### config.mk
export PLATFORM = sky130hd
export DESIGN_NAME = mac_pipe_stage_flat
export DESIGN_NICKNAME = d
export VERILOG_FILES = /design/src/rtl/mac_pkg.sv /design/src/rtl/mac_pipe_stage_if.sv /design/src/rtl/mac_payload_reg.sv /design/src/rtl/mac_pipe_stage.sv /design/src/flat_wrapper.sv
export SDC_FILE = /design/constraint.sdc
export NUM_CORES = 1
export LEC_CHECK = 0
export CORE_MARGIN = 2
export CORE_UTILIZATION = 45
export DETAILED_ROUTE_END_ITERATION = 10
export PLACE_DENSITY = 0.73
export SKIP_CTS_REPAIR_TIMING = 1
export SYNTH_ARGS = -nofsm -noshare
export SYNTH_HDL_FRONTEND = slang
export SYNTH_SLANG_ARGS = --single-unit
### constraint.sdc
create_clock -name clock -period 6.3 [get_ports clock]
set_input_delay 1.26 -clock clock [delete_from_list [all_inputs] [get_ports clock]]
set_output_delay 1.26 -clock clock [all_outputs]
set_load 0.05 [all_outputs]
### src/rtl/mac_pkg.sv
// rtl/mac_pkg.sv - shared widths, state encoding and helpers for the MAC pipeline stage
//
// Purpose : Holds the default payload field widths and the occupancy state
//           encoding used by the interface, the payload register and the top.
// Contents: EXP_W_DEF / SIG_W_DEF   default exponent / significand widths
//           CNT_W_DEF               default stall counter width
//           state_t                 EMPTY / ONE / FULL encoding
//           occ_of()                state -> number of held payloads
package mac_pkg;

    localparam int EXP_W_DEF = 8;
    localparam int SIG_W_DEF = 22;
    localparam int CNT_W_DEF = 16;

    // Encoding is chosen so the state value equals the number of held
    // payloads; occ_of() still decodes explicitly so the mapping survives
    // any future re-encoding.
    typedef enum logic [1:0] {
        ST_EMPTY = 2'd0,
        ST_ONE   = 2'd1,
        ST_FULL  = 2'd2
    } state_t;

    function automatic logic [1:0] occ_of(input state_t s);
        logic [1:0] occ;
        occ = 2'd0;
        case (s)
            ST_EMPTY: occ = 2'd0;
            ST_ONE:   occ = 2'd1;
            ST_FULL:  occ = 2'd2;
            default:  occ = 2'd0;
        endcase
        return occ;
    endfunction

endpackage

### src/rtl/mac_pipe_stage_if.sv
// rtl/mac_pipe_stage_if.sv - payload handshake bundle between upstream, stage and downstream
//
// Purpose : Groups the input-side and output-side valid/ready handshakes and
//           the {sign, exp, sig} payload buses of the MAC pipeline stage.
// Signals : in_valid / in_ready          upstream handshake
//           in_sign / in_exp / in_sig    upstream payload
//           out_valid / out_ready        downstream handshake
//           out_sign / out_exp / out_sig downstream payload
// Modports: master - the environment around the stage (drives inputs, out_ready)
//           slave  - the stage itself (drives in_ready and the output side)
interface mac_pipe_stage_if
    import mac_pkg::*;
#(
    parameter int EXP_W = EXP_W_DEF,
    parameter int SIG_W = SIG_W_DEF
) ();

    logic             in_valid;
    logic             in_ready;
    logic             in_sign;
    logic [EXP_W-1:0] in_exp;
    logic [SIG_W-1:0] in_sig;

    logic             out_valid;
    logic             out_ready;
    logic             out_sign;
    logic [EXP_W-1:0] out_exp;
    logic [SIG_W-1:0] out_sig;

    modport master (
        output in_valid, in_sign, in_exp, in_sig, out_ready,
        input  in_ready, out_valid, out_sign, out_exp, out_sig
    );

    modport slave (
        input  in_valid, in_sign, in_exp, in_sig, out_ready,
        output in_ready, out_valid, out_sign, out_exp, out_sig
    );

endinterface

### src/rtl/mac_payload_reg.sv
// rtl/mac_payload_reg.sv - load-enabled {sign, exp, sig} register with synchronous clear
//
// Purpose : One payload slot of the pipeline stage (used as main and skid).
// Ports   : clock          rising-edge clock
//           reset          asynchronous active-high reset, zeroes the slot
//           i_clr          synchronous clear, wins over i_load
//           i_load         capture i_sign / i_exp / i_sig at the edge
//           i_sign/i_exp/i_sig  payload to capture
//           o_sign/o_exp/o_sig  held payload
module mac_payload_reg
    import mac_pkg::*;
#(
    parameter int EXP_W = EXP_W_DEF,
    parameter int SIG_W = SIG_W_DEF
) (
    input  logic             clock,
    input  logic             reset,
    input  logic             i_clr,
    input  logic             i_load,
    input  logic             i_sign,
    input  logic [EXP_W-1:0] i_exp,
    input  logic [SIG_W-1:0] i_sig,
    output logic             o_sign,
    output logic [EXP_W-1:0] o_exp,
    output logic [SIG_W-1:0] o_sig
);

    logic             r_sign;
    logic [EXP_W-1:0] r_exp;
    logic [SIG_W-1:0] r_sig;

    always_ff @(posedge clock or posedge reset) begin
        if (reset) begin
            r_sign <= 1'b0;
            r_exp  <= '0;
            r_sig  <= '0;
        end else if (i_clr) begin
            r_sign <= 1'b0;
            r_exp  <= '0;
            r_sig  <= '0;
        end else if (i_load) begin
            r_sign <= i_sign;
            r_exp  <= i_exp;
            r_sig  <= i_sig;
        end
    end

    assign o_sign = r_sign;
    assign o_exp  = r_exp;
    assign o_sig  = r_sig;

endmodule

### src/rtl/mac_pipe_stage.sv
// rtl/mac_pipe_stage.sv - two-slot skid pipeline stage for {sign, exp, sig} payloads
//
// Purpose : Registers a floating-point style payload with one cycle of latency,
//           full throughput and a skid slot so that in_ready depends only on
//           the stage's own state, never combinationally on out_ready.
// Ports   : clock      rising-edge clock
//           reset      asynchronous active-high reset
//           flush      synchronous flush, drops everything held and offered
//           bus        handshake/payload bundle (slave side)
//           occupancy  number of held payloads, 0..2
//           stall_cnt  saturating count of cycles with out_valid && !out_ready
module mac_pipe_stage
    import mac_pkg::*;
#(
    parameter int EXP_W = EXP_W_DEF,
    parameter int SIG_W = SIG_W_DEF,
    parameter int CNT_W = CNT_W_DEF
) (
    input  logic             clock,
    input  logic             reset,
    input  logic             flush,
    mac_pipe_stage_if.slave  bus,
    output logic [1:0]       occupancy,
    output logic [CNT_W-1:0] stall_cnt
);

    localparam logic [CNT_W-1:0] CNT_MAX = '1;

    state_t           r_state;
    logic [CNT_W-1:0] r_stall_cnt;

    logic             w_in_ready;
    logic             w_out_valid;
    logic             w_accept;
    logic             w_pop;
    logic             w_main_load;
    logic             w_skid_load;

    logic             w_main_d_sign;
    logic [EXP_W-1:0] w_main_d_exp;
    logic [SIG_W-1:0] w_main_d_sig;

    logic             w_main_sign;
    logic [EXP_W-1:0] w_main_exp;
    logic [SIG_W-1:0] w_main_sig;

    logic             w_skid_sign;
    logic [EXP_W-1:0] w_skid_exp;
    logic [SIG_W-1:0] w_skid_sig;

    // Handshake flags are pure decodes of the state register.
    assign w_in_ready  = (r_state != ST_FULL);
    assign w_out_valid = (r_state != ST_EMPTY);
    assign w_accept    = bus.in_valid && w_in_ready;
    assign w_pop       = w_out_valid && bus.out_ready;

    // Slot load enables. Main takes the incoming payload whenever it is
    // (or is about to become) the oldest entry; in FULL it refills from skid.
    // Skid only fills when ONE gets a new payload that main cannot yet drop.
    always_comb begin
        w_main_load = 1'b0;
        w_skid_load = 1'b0;
        case (r_state)
            ST_EMPTY: w_main_load = w_accept;
            ST_ONE: begin
                w_main_load = w_accept && w_pop;
                w_skid_load = w_accept && !w_pop;
            end
            ST_FULL:  w_main_load = w_pop;
            default: begin
                w_main_load = 1'b0;
                w_skid_load = 1'b0;
            end
        endcase
    end

    assign w_main_d_sign = (r_state == ST_FULL) ? w_skid_sign : bus.in_sign;
    assign w_main_d_exp  = (r_state == ST_FULL) ? w_skid_exp  : bus.in_exp;
    assign w_main_d_sig  = (r_state == ST_FULL) ? w_skid_sig  : bus.in_sig;

    mac_payload_reg #(
        .EXP_W (EXP_W),
        .SIG_W (SIG_W)
    ) u_main (
        .clock  (clock),
        .reset  (reset),
        .i_clr  (flush),
        .i_load (w_main_load),
        .i_sign (w_main_d_sign),
        .i_exp  (w_main_d_exp),
        .i_sig  (w_main_d_sig),
        .o_sign (w_main_sign),
        .o_exp  (w_main_exp),
        .o_sig  (w_main_sig)
    );

    mac_payload_reg #(
        .EXP_W (EXP_W),
        .SIG_W (SIG_W)
    ) u_skid (
        .clock  (clock),
        .reset  (reset),
        .i_clr  (flush),
        .i_load (w_skid_load),
        .i_sign (bus.in_sign),
        .i_exp  (bus.in_exp),
        .i_sig  (bus.in_sig),
        .o_sign (w_skid_sign),
        .o_exp  (w_skid_exp),
        .o_sig  (w_skid_sig)
    );

    // Occupancy FSM plus the stall counter. The counter deliberately ignores
    // flush: it measures back-pressure seen on the output, not pipeline contents.
    always_ff @(posedge clock or posedge reset) begin
        if (reset) begin
            r_state     <= ST_EMPTY;
            r_stall_cnt <= '0;
        end else begin
            if (w_out_valid && !bus.out_ready && (r_stall_cnt != CNT_MAX)) begin
                r_stall_cnt <= r_stall_cnt + 1'b1;
            end

            if (flush) begin
                r_state <= ST_EMPTY;
            end else begin
                case (r_state)
                    ST_EMPTY: begin
                        if (w_accept) begin
                            r_state <= ST_ONE;
                        end
                    end
                    ST_ONE: begin
                        if (w_accept && !w_pop) begin
                            r_state <= ST_FULL;
                        end else if (!w_accept && w_pop) begin
                            r_state <= ST_EMPTY;
                        end
                    end
                    ST_FULL: begin
                        if (w_pop) begin
                            r_state <= ST_ONE;
                        end
                    end
                    default: r_state <= ST_EMPTY;
                endcase
            end
        end
    end

    assign bus.in_ready  = w_in_ready;
    assign bus.out_valid = w_out_valid;
    assign bus.out_sign  = w_main_sign;
    assign bus.out_exp   = w_main_exp;
    assign bus.out_sig   = w_main_sig;

    assign occupancy = occ_of(r_state);
    assign stall_cnt = r_stall_cnt;

endmodule

### src/flat_wrapper.sv
// flat-port wrapper written by rule: the top's interface ports become plain ports
module mac_pipe_stage_flat import mac_pkg::*;
#(
    parameter int EXP_W = EXP_W_DEF,
    parameter int SIG_W = SIG_W_DEF,
    parameter int CNT_W = CNT_W_DEF
)
  (clock, reset, flush, occupancy, stall_cnt, bus_in_valid, bus_in_sign, bus_in_exp, bus_in_sig, bus_out_ready, bus_in_ready, bus_out_valid, bus_out_sign, bus_out_exp, bus_out_sig);
  mac_pipe_stage_if #(.EXP_W(EXP_W), .SIG_W(SIG_W)) bus_i ();
  input  logic clock;
  input  logic reset;
  input  logic flush;
  output logic [1:0] occupancy;
  output logic [CNT_W-1:0] stall_cnt;
  input wire logic [$bits(bus_i.in_valid)-1:0] bus_in_valid;
  input wire logic [$bits(bus_i.in_sign)-1:0] bus_in_sign;
  input wire logic [$bits(bus_i.in_exp)-1:0] bus_in_exp;
  input wire logic [$bits(bus_i.in_sig)-1:0] bus_in_sig;
  input wire logic [$bits(bus_i.out_ready)-1:0] bus_out_ready;
  output wire logic [$bits(bus_i.in_ready)-1:0] bus_in_ready;
  output wire logic [$bits(bus_i.out_valid)-1:0] bus_out_valid;
  output wire logic [$bits(bus_i.out_sign)-1:0] bus_out_sign;
  output wire logic [$bits(bus_i.out_exp)-1:0] bus_out_exp;
  output wire logic [$bits(bus_i.out_sig)-1:0] bus_out_sig;
  assign bus_i.in_valid = bus_in_valid;
  assign bus_i.in_sign = bus_in_sign;
  assign bus_i.in_exp = bus_in_exp;
  assign bus_i.in_sig = bus_in_sig;
  assign bus_i.out_ready = bus_out_ready;
  assign bus_in_ready = bus_i.in_ready;
  assign bus_out_valid = bus_i.out_valid;
  assign bus_out_sign = bus_i.out_sign;
  assign bus_out_exp = bus_i.out_exp;
  assign bus_out_sig = bus_i.out_sig;
  mac_pipe_stage #(.EXP_W(EXP_W), .SIG_W(SIG_W), .CNT_W(CNT_W)) u_core (.clock(clock), .reset(reset), .flush(flush), .bus(bus_i), .occupancy(occupancy), .stall_cnt(stall_cnt));
endmodule
==> results.sh, run 1 <==
export IMPL_final_layout_size_suffix_gt1_frac=0.0808
export IMPL_coreArea_um2=7770
export IMPL_start_util=0.467
export IMPL_post_drt_via_cell_ratio=5.44
export IMPL_skew_ps=12.2
export IMPL_clkSinkCount=80
export IMPL_gp_congestion=0.854
export IMPL_drt_first_pass_iters=4
export IMPL_final_net_count=430
export IMPL_rsz0062_at_grt="false"
export IMPL_period_minus_slack_ps=3540
export IMPL_fin_util=0.611
export IMPL_power_leakage_nw=2.28
export IMPL_cts_buffers=9
export IMPL_rows=32
export IMPL_drt_wirelength_per_cell_um=16.0
export IMPL_maxSlewHeadroom=0.346
export IMPL_outcome="finished clean"
export IMPL_areaGrowthSynthToFinish_pct=30.7
export IMPL_max_freq_mhz=283
export IMPL_htree_levels=3
export IMPL_power_density_nw_per_um2=285
export IMPL_ir_worst_vdd_mv=0.129
export IMPL_drt_wl_total_um=7960
export IMPL_dr_total_vias=2707
export IMPL_pin_count=87
export IMPL_period_share=0.561
export IMPL_drv_slew=0
export IMPL_grt_pass1_vias=2638
export IMPL_netlist_cell_type_count=36
export IMPL_grt_pass1_wl_um=13100
export IMPL_overflow=0
export IMPL_syn_area_per_cell_um2=11.7
export IMPL_worstMarginPinSlew_ps=980
export IMPL_finalHoldViolCount=0
export IMPL_required_ps=5040
export IMPL_netlist_area_um2=3630
export IMPL_fp_dieW_um=93.8
export IMPL_layout_commonest_cell="clkdlybuf4s50_1"
export IMPL_synth_ff_latch_count=80
export IMPL_root_buffer="clkbuf_8"
export IMPL_start_kind="flip-flop"
export IMPL_grt_max_degree=81
export IMPL_antenna_found_initial=0
export IMPL_yosysWarnings=0
export IMPL_initialDrtViolationCount=143
export IMPL_hp_class="reg -> reg"
export IMPL_die_y_um=93.8
export IMPL_cp_max_fo=7
export IMPL_finalSetupViolCount=0
export IMPL_ys_seq_area_frac=0.552
export IMPL_path_class="reg -> out"
export IMPL_design_area_um2=4740
export IMPL_cp_arrival_ps=2280
export IMPL_cts_tree="built"
export IMPL_grt_use_total=0.189
export IMPL_antenna_cells=0
export IMPL_antenna_left=0
export IMPL_synth_nets=349
export IMPL_clock_latency_ps=340
export IMPL_place_area_um2=4540
export IMPL_dpl_hpwl_um=5360
export IMPL_layout_common_cells="clkdlybuf4s50_1, dfrtp_1, nor2_1, mux2i_1"
export IMPL_drcViolationCount=0
export IMPL_die_area_um2=8800
export IMPL_clkTransAtPathRegs_ps=70
export IMPL_cts_buffer_depth=2
export IMPL_synthCells=310
export IMPL_crit_path_end_kind="output port"
export IMPL_tns_ps=0
export IMPL_maxCapViolCount=0
export IMPL_port_buffers=86
==> cells in the mapped netlist <==
| cell | n | area [um^2] |
|---|---|---|
| nor4_4 | 1 | 21.3 |
| buf_4 | 5 | 37.5 |
| or2_2 | 2 | 12.5 |
| a22o_1 | 31 | 272 |
| a21oi_1 | 3 | 15.0 |
| clkbuf_1 | 5 | 18.8 |
| mux2i_1 | 32 | 320 |
| or3b_2 | 1 | 8.76 |
| dfrtp_1 | 80 | 2000 |
| nand4b_1 | 1 | 8.76 |
| or3_1 | 1 | 6.26 |
| nor2_1 | 41 | 154 |
| mux2_2 | 1 | 11.3 |
| buf_6 | 3 | 33.8 |
| xor2_1 | 9 | 78.8 |
| nand3_1 | 5 | 25.0 |
| nor3b_1 | 1 | 7.51 |
| ha_1 | 3 | 37.5 |
| o21ba_2 | 1 | 10.0 |
| nor3_1 | 5 | 25.0 |
| a31oi_1 | 3 | 18.8 |
| and2_1 | 3 | 18.8 |
| o21bai_1 | 1 | 7.51 |
| nand4_1 | 3 | 18.8 |
| o2bb2ai_4 | 1 | 27.5 |
| nand2_1 | 10 | 37.5 |
| nor4_1 | 3 | 18.8 |
| nand2b_1 | 1 | 6.26 |
| a211oi_1 | 31 | 233 |
| a311oi_1 | 2 | 17.5 |
| nor2b_1 | 1 | 6.26 |
| xnor2_1 | 4 | 35.0 |
| inv_1 | 5 | 18.8 |
| and3_1 | 1 | 6.26 |
| and4_1 | 1 | 8.76 |
| buf_2 | 9 | 45.0 |
==> worst paths after layout <==
| check | slack (ps) | cells after the start | endpoint | start |
|---|---|---|---|---|
| hold / removal | 510 | 1 | u_core.u_skid.o_exp[4]$_DFFE_PP0P_ | u_core.u_skid.o_exp[4]$_DFFE_PP0P_ |
| setup / recovery | 2760 | 2 | occupancy[0] | u_core.r_state[0]$_DFFE_PP0P_ |
| hold reg to reg | 510 | 1 | u_core.u_skid.o_exp[4]$_DFFE_PP0P_ | u_core.u_skid.o_exp[4]$_DFFE_PP0P_ |
| max in group asynchronous | 4120 | 3 | u_core.u_skid.o_sig[1]$_DFFE_PP0P_ | reset |
| min in group asynchronous | 1540 | 3 | u_core.stall_cnt[6]$_DFFE_PP0P_ | reset |
| setup reg to reg | 3350 | 8 | u_core.u_skid.o_sig[0]$_DFFE_PP0P_ | u_core.r_state[0]$_DFFE_PP0P_ |
==> through the flow <==
step	setup slack (ps)	power (mW)	hold slack (ps)	std cells
final	2760	1.35	508	498
after detailed placement	2810	0.977	490	482
after global placement	2930	0.972	486	482
after global routing	2670	1.41	530	498
after CTS	2740	1.36	512	498
after floorplan	2990	0.847	472	310
==> report_power, final <==
group,total [mW],switching [mW],internal [mW]
clock,0.386,0.180,0.206
sequential,0.598,0.0402,0.558
combinational,0.366,0.234,0.132
==> state kept, by name (all words and copies together) (netlist names) <==
name                  cells
u_core.u_main.o_sig      22
u_core.u_skid.o_sig      22
u_core.stall_cnt         16
u_core.u_main.o_exp       8
u_core.u_skid.o_exp       8
u_core.r_state            2
u_core.u_main.o_sign      1
u_core.u_skid.o_sign      1
==> area by class of cell <==
cell class / instances / area [um^2]
fillers: 667 / 3020
well taps: 102 / 128
inverters: 5 / 20.0
multi-input cells: 203 / 1480
repair buffers: 92 / 906
clock buffers: 12 / 155
clock inverters: 4 / 51.3
flip-flops and latches: 80 / 2000
==> worst max-delay path: stages, from the launching register on <==
cell             delay [ps]
dfrtp_1                 480
nor2b_1                 520
clkdlybuf4s50_1         940
==> metal layers <==
metal / vias up / global-route usage / part of all wire
met5: - / 0 / 0
met4: 0 / 0.0652 / 0.010
met2: 78 / 0.283 / 0.47
met3: 7 / 0.0425 / 0.052
li1: 1292 / - / -
met1: 1330 / 0.272 / 0.47
==> cell families (layout without fill, tap and decap cells) <==
| kind of cell | after synthesis | count (layout) | share of synthesized area |
|---|---|---|---|
| compound gates | 73 | 73 | 0.165 |
| xor+xnor | 13 | 13 | 0.0314 |
| fa+ha+maj | 3 | 3 | 0.0103 |
| buf+inv | 27 | 113 | 0.0424 |
| flops | 80 | 80 | 0.552 |
| mux | 33 | 33 | 0.0913 |
| simple gates | 81 | 81 | 0.108 |
Note: power is estimated with default switching activity, not from simulation.
==> inputs of run 2 (changes only) <==
- PLACE_DENSITY: 0.73 -> 0.76
- clock period: 6.3 -> 3.2 ns (I/O delays scaled with it)
==> results.sh, run 2 (synthesis results as in run 1) <==
export IMPL_outcome="finished clean"
export IMPL_grt_max_degree=43
export IMPL_hp_class="reg -> reg"
export IMPL_met3_usage=0.0337
export IMPL_grt_busiest_layer="met2"
export IMPL_start_util=0.467
export IMPL_power_density_nw_per_um2=571
export IMPL_maxCapViolCount=0
export IMPL_path_delay_family="buffers and inverters"
export IMPL_place_area_um2=4570
export IMPL_maxSlewHeadroom=0.374
export IMPL_period_share=0.863
export IMPL_drcViolationCount=0
export IMPL_drt_wirelength_per_cell_um=16.5
export IMPL_htree_levels=3
export IMPL_antenna_found_initial=0
export IMPL_dp_cells=485
export IMPL_fin_util=0.617
export IMPL_final_net_count=433
export IMPL_final_layout_size_suffix_gt1_frac=0.0902
export IMPL_grt_pass1_wl_um=12900
export IMPL_finalSetupViolCount=0
export IMPL_use_met2=0.300
export IMPL_die_y_um=93.8
export IMPL_clkSinkCount=80
export IMPL_finalHoldViolCount=0
export IMPL_setup_ws_ps=439
export IMPL_max_freq_mhz=362
export IMPL_start_kind="flip-flop"
export IMPL_skew_ps=12.7
export IMPL_p_total_mw=2.74
export IMPL_dpl_hpwl_um=5510
export IMPL_layout_commonest_cell="clkdlybuf4s50_1"
export IMPL_root_buffer="clkbuf_8"
export IMPL_rows=32
export IMPL_required_ps=2560
export IMPL_cp_num_buf_inv=2
export IMPL_cpPeakStageDelay_ps=850
export IMPL_rsz0062_at_grt="false"
export IMPL_fp_dieW_um=93.8
export IMPL_antenna_left=0
export IMPL_ir_worst_vdd_mv=0.286
export IMPL_cts_tree="built"
export IMPL_path_class="reg -> out"
export IMPL_finalNonFillerCells=501
export IMPL_grt_pass1_vias=2653
export IMPL_clkTransAtPathRegs_ps=80
export IMPL_gp_congestion=0.840
export IMPL_cp_slowest_cell="clkdlybuf4s50_1"
export IMPL_post_drt_via_cell_ratio=5.49
export IMPL_period_minus_slack_ps=2760
export IMPL_port_buffers=86
export IMPL_grt_met1_usage=0.262
export IMPL_cp_max_fo=14
export IMPL_drt_first_pass_iters=5
export IMPL_overflow=0
export IMPL_crit_chain="nand2b_2, buf_4, clkdlybuf4s50_1"
export IMPL_worstMarginPinSlew_ps=938
export IMPL_pre_cts_ws_ps=455
export IMPL_antenna_cells=0
export IMPL_crit_path_end_kind="output port"
export IMPL_power_leakage_nw=2.31
export IMPL_tns_ps=0
export IMPL_holdWs_ps=510
export IMPL_drt_wl_total_um=8250
export IMPL_design_area_um2=4790
export IMPL_cts_buffer_depth=2
export IMPL_areaGrowthSynthToFinish_pct=32.1
export IMPL_die_area_um2=8800
export IMPL_cts_buffers=9
export IMPL_coreArea_um2=7770
export IMPL_drv_slew=0
export IMPL_dr_total_vias=2749
export IMPL_initialDrtViolationCount=136
export IMPL_grt_use_total=0.191
export IMPL_clock_latency_ps=350
export IMPL_pin_count=87
export IMPL_layout_common_cells="clkdlybuf4s50_1, dfrtp_1, nor2_1, mux2i_1"
export IMPL_cp_arrival_ps=2120
run 2: cell count changes in the layout (fill, tap and decap cells not counted), sizes merged:
cell | previous run | this run
buf | 6 | 9
clkbuf | 12 | 10
clkinv | 2 | 4
bufinv | 1 | 2
inv | 5 | 4
run 2: layer usage:
metal  routed length [um]  part of all wire
met1                 3770              0.46
met2                 3960              0.48
met3                  457             0.055
met4                   65            0.0079
met5                    0                 0
run 2: final timing paths:
| kind | end | from | slack [ps] | cells past startpoint |
|---|---|---|---|---|
| min in group asynchronous | u_core.u_skid.o_sig[15]$_DFFE_PP0P_ | reset | 710 | 2 |
| max | bus_in_ready | u_core.r_state[0]$_DFFE_PP0P_ | 440 | 3 |
| max reg2reg | u_core.u_main.o_sig[7]$_DFFE_PP0P_ | u_core.r_state[0]$_DFFE_PP0P_ | 1070 | 6 |
| min | u_core.u_skid.o_sig[8]$_DFFE_PP0P_ | u_core.u_skid.o_sig[8]$_DFFE_PP0P_ | 510 | 1 |
| min reg2reg | u_core.u_skid.o_sig[8]$_DFFE_PP0P_ | u_core.u_skid.o_sig[8]$_DFFE_PP0P_ | 510 | 1 |
| max in group asynchronous | u_core.stall_cnt[1]$_DFFE_PP0P_ | reset | 1670 | 3 |
run 2: power by group:
group          total [mW]  leakage (nW)  internal, mW  switching [mW]
registers            1.18          1.07          1.10          0.0839
logic               0.731          1.12         0.267           0.463
clock network       0.822         0.112         0.457           0.365
run 2: cell type report:
type / count / area (um^2)
fill: 641 / 2970
clock buffer: 10 / 138
tap: 102 / 128
sequential: 80 / 2000
multi-input combinational: 203 / 1480
timing repair buffer: 95 / 941
inverter: 5 / 20.0
clock inverter: 6 / 82.6
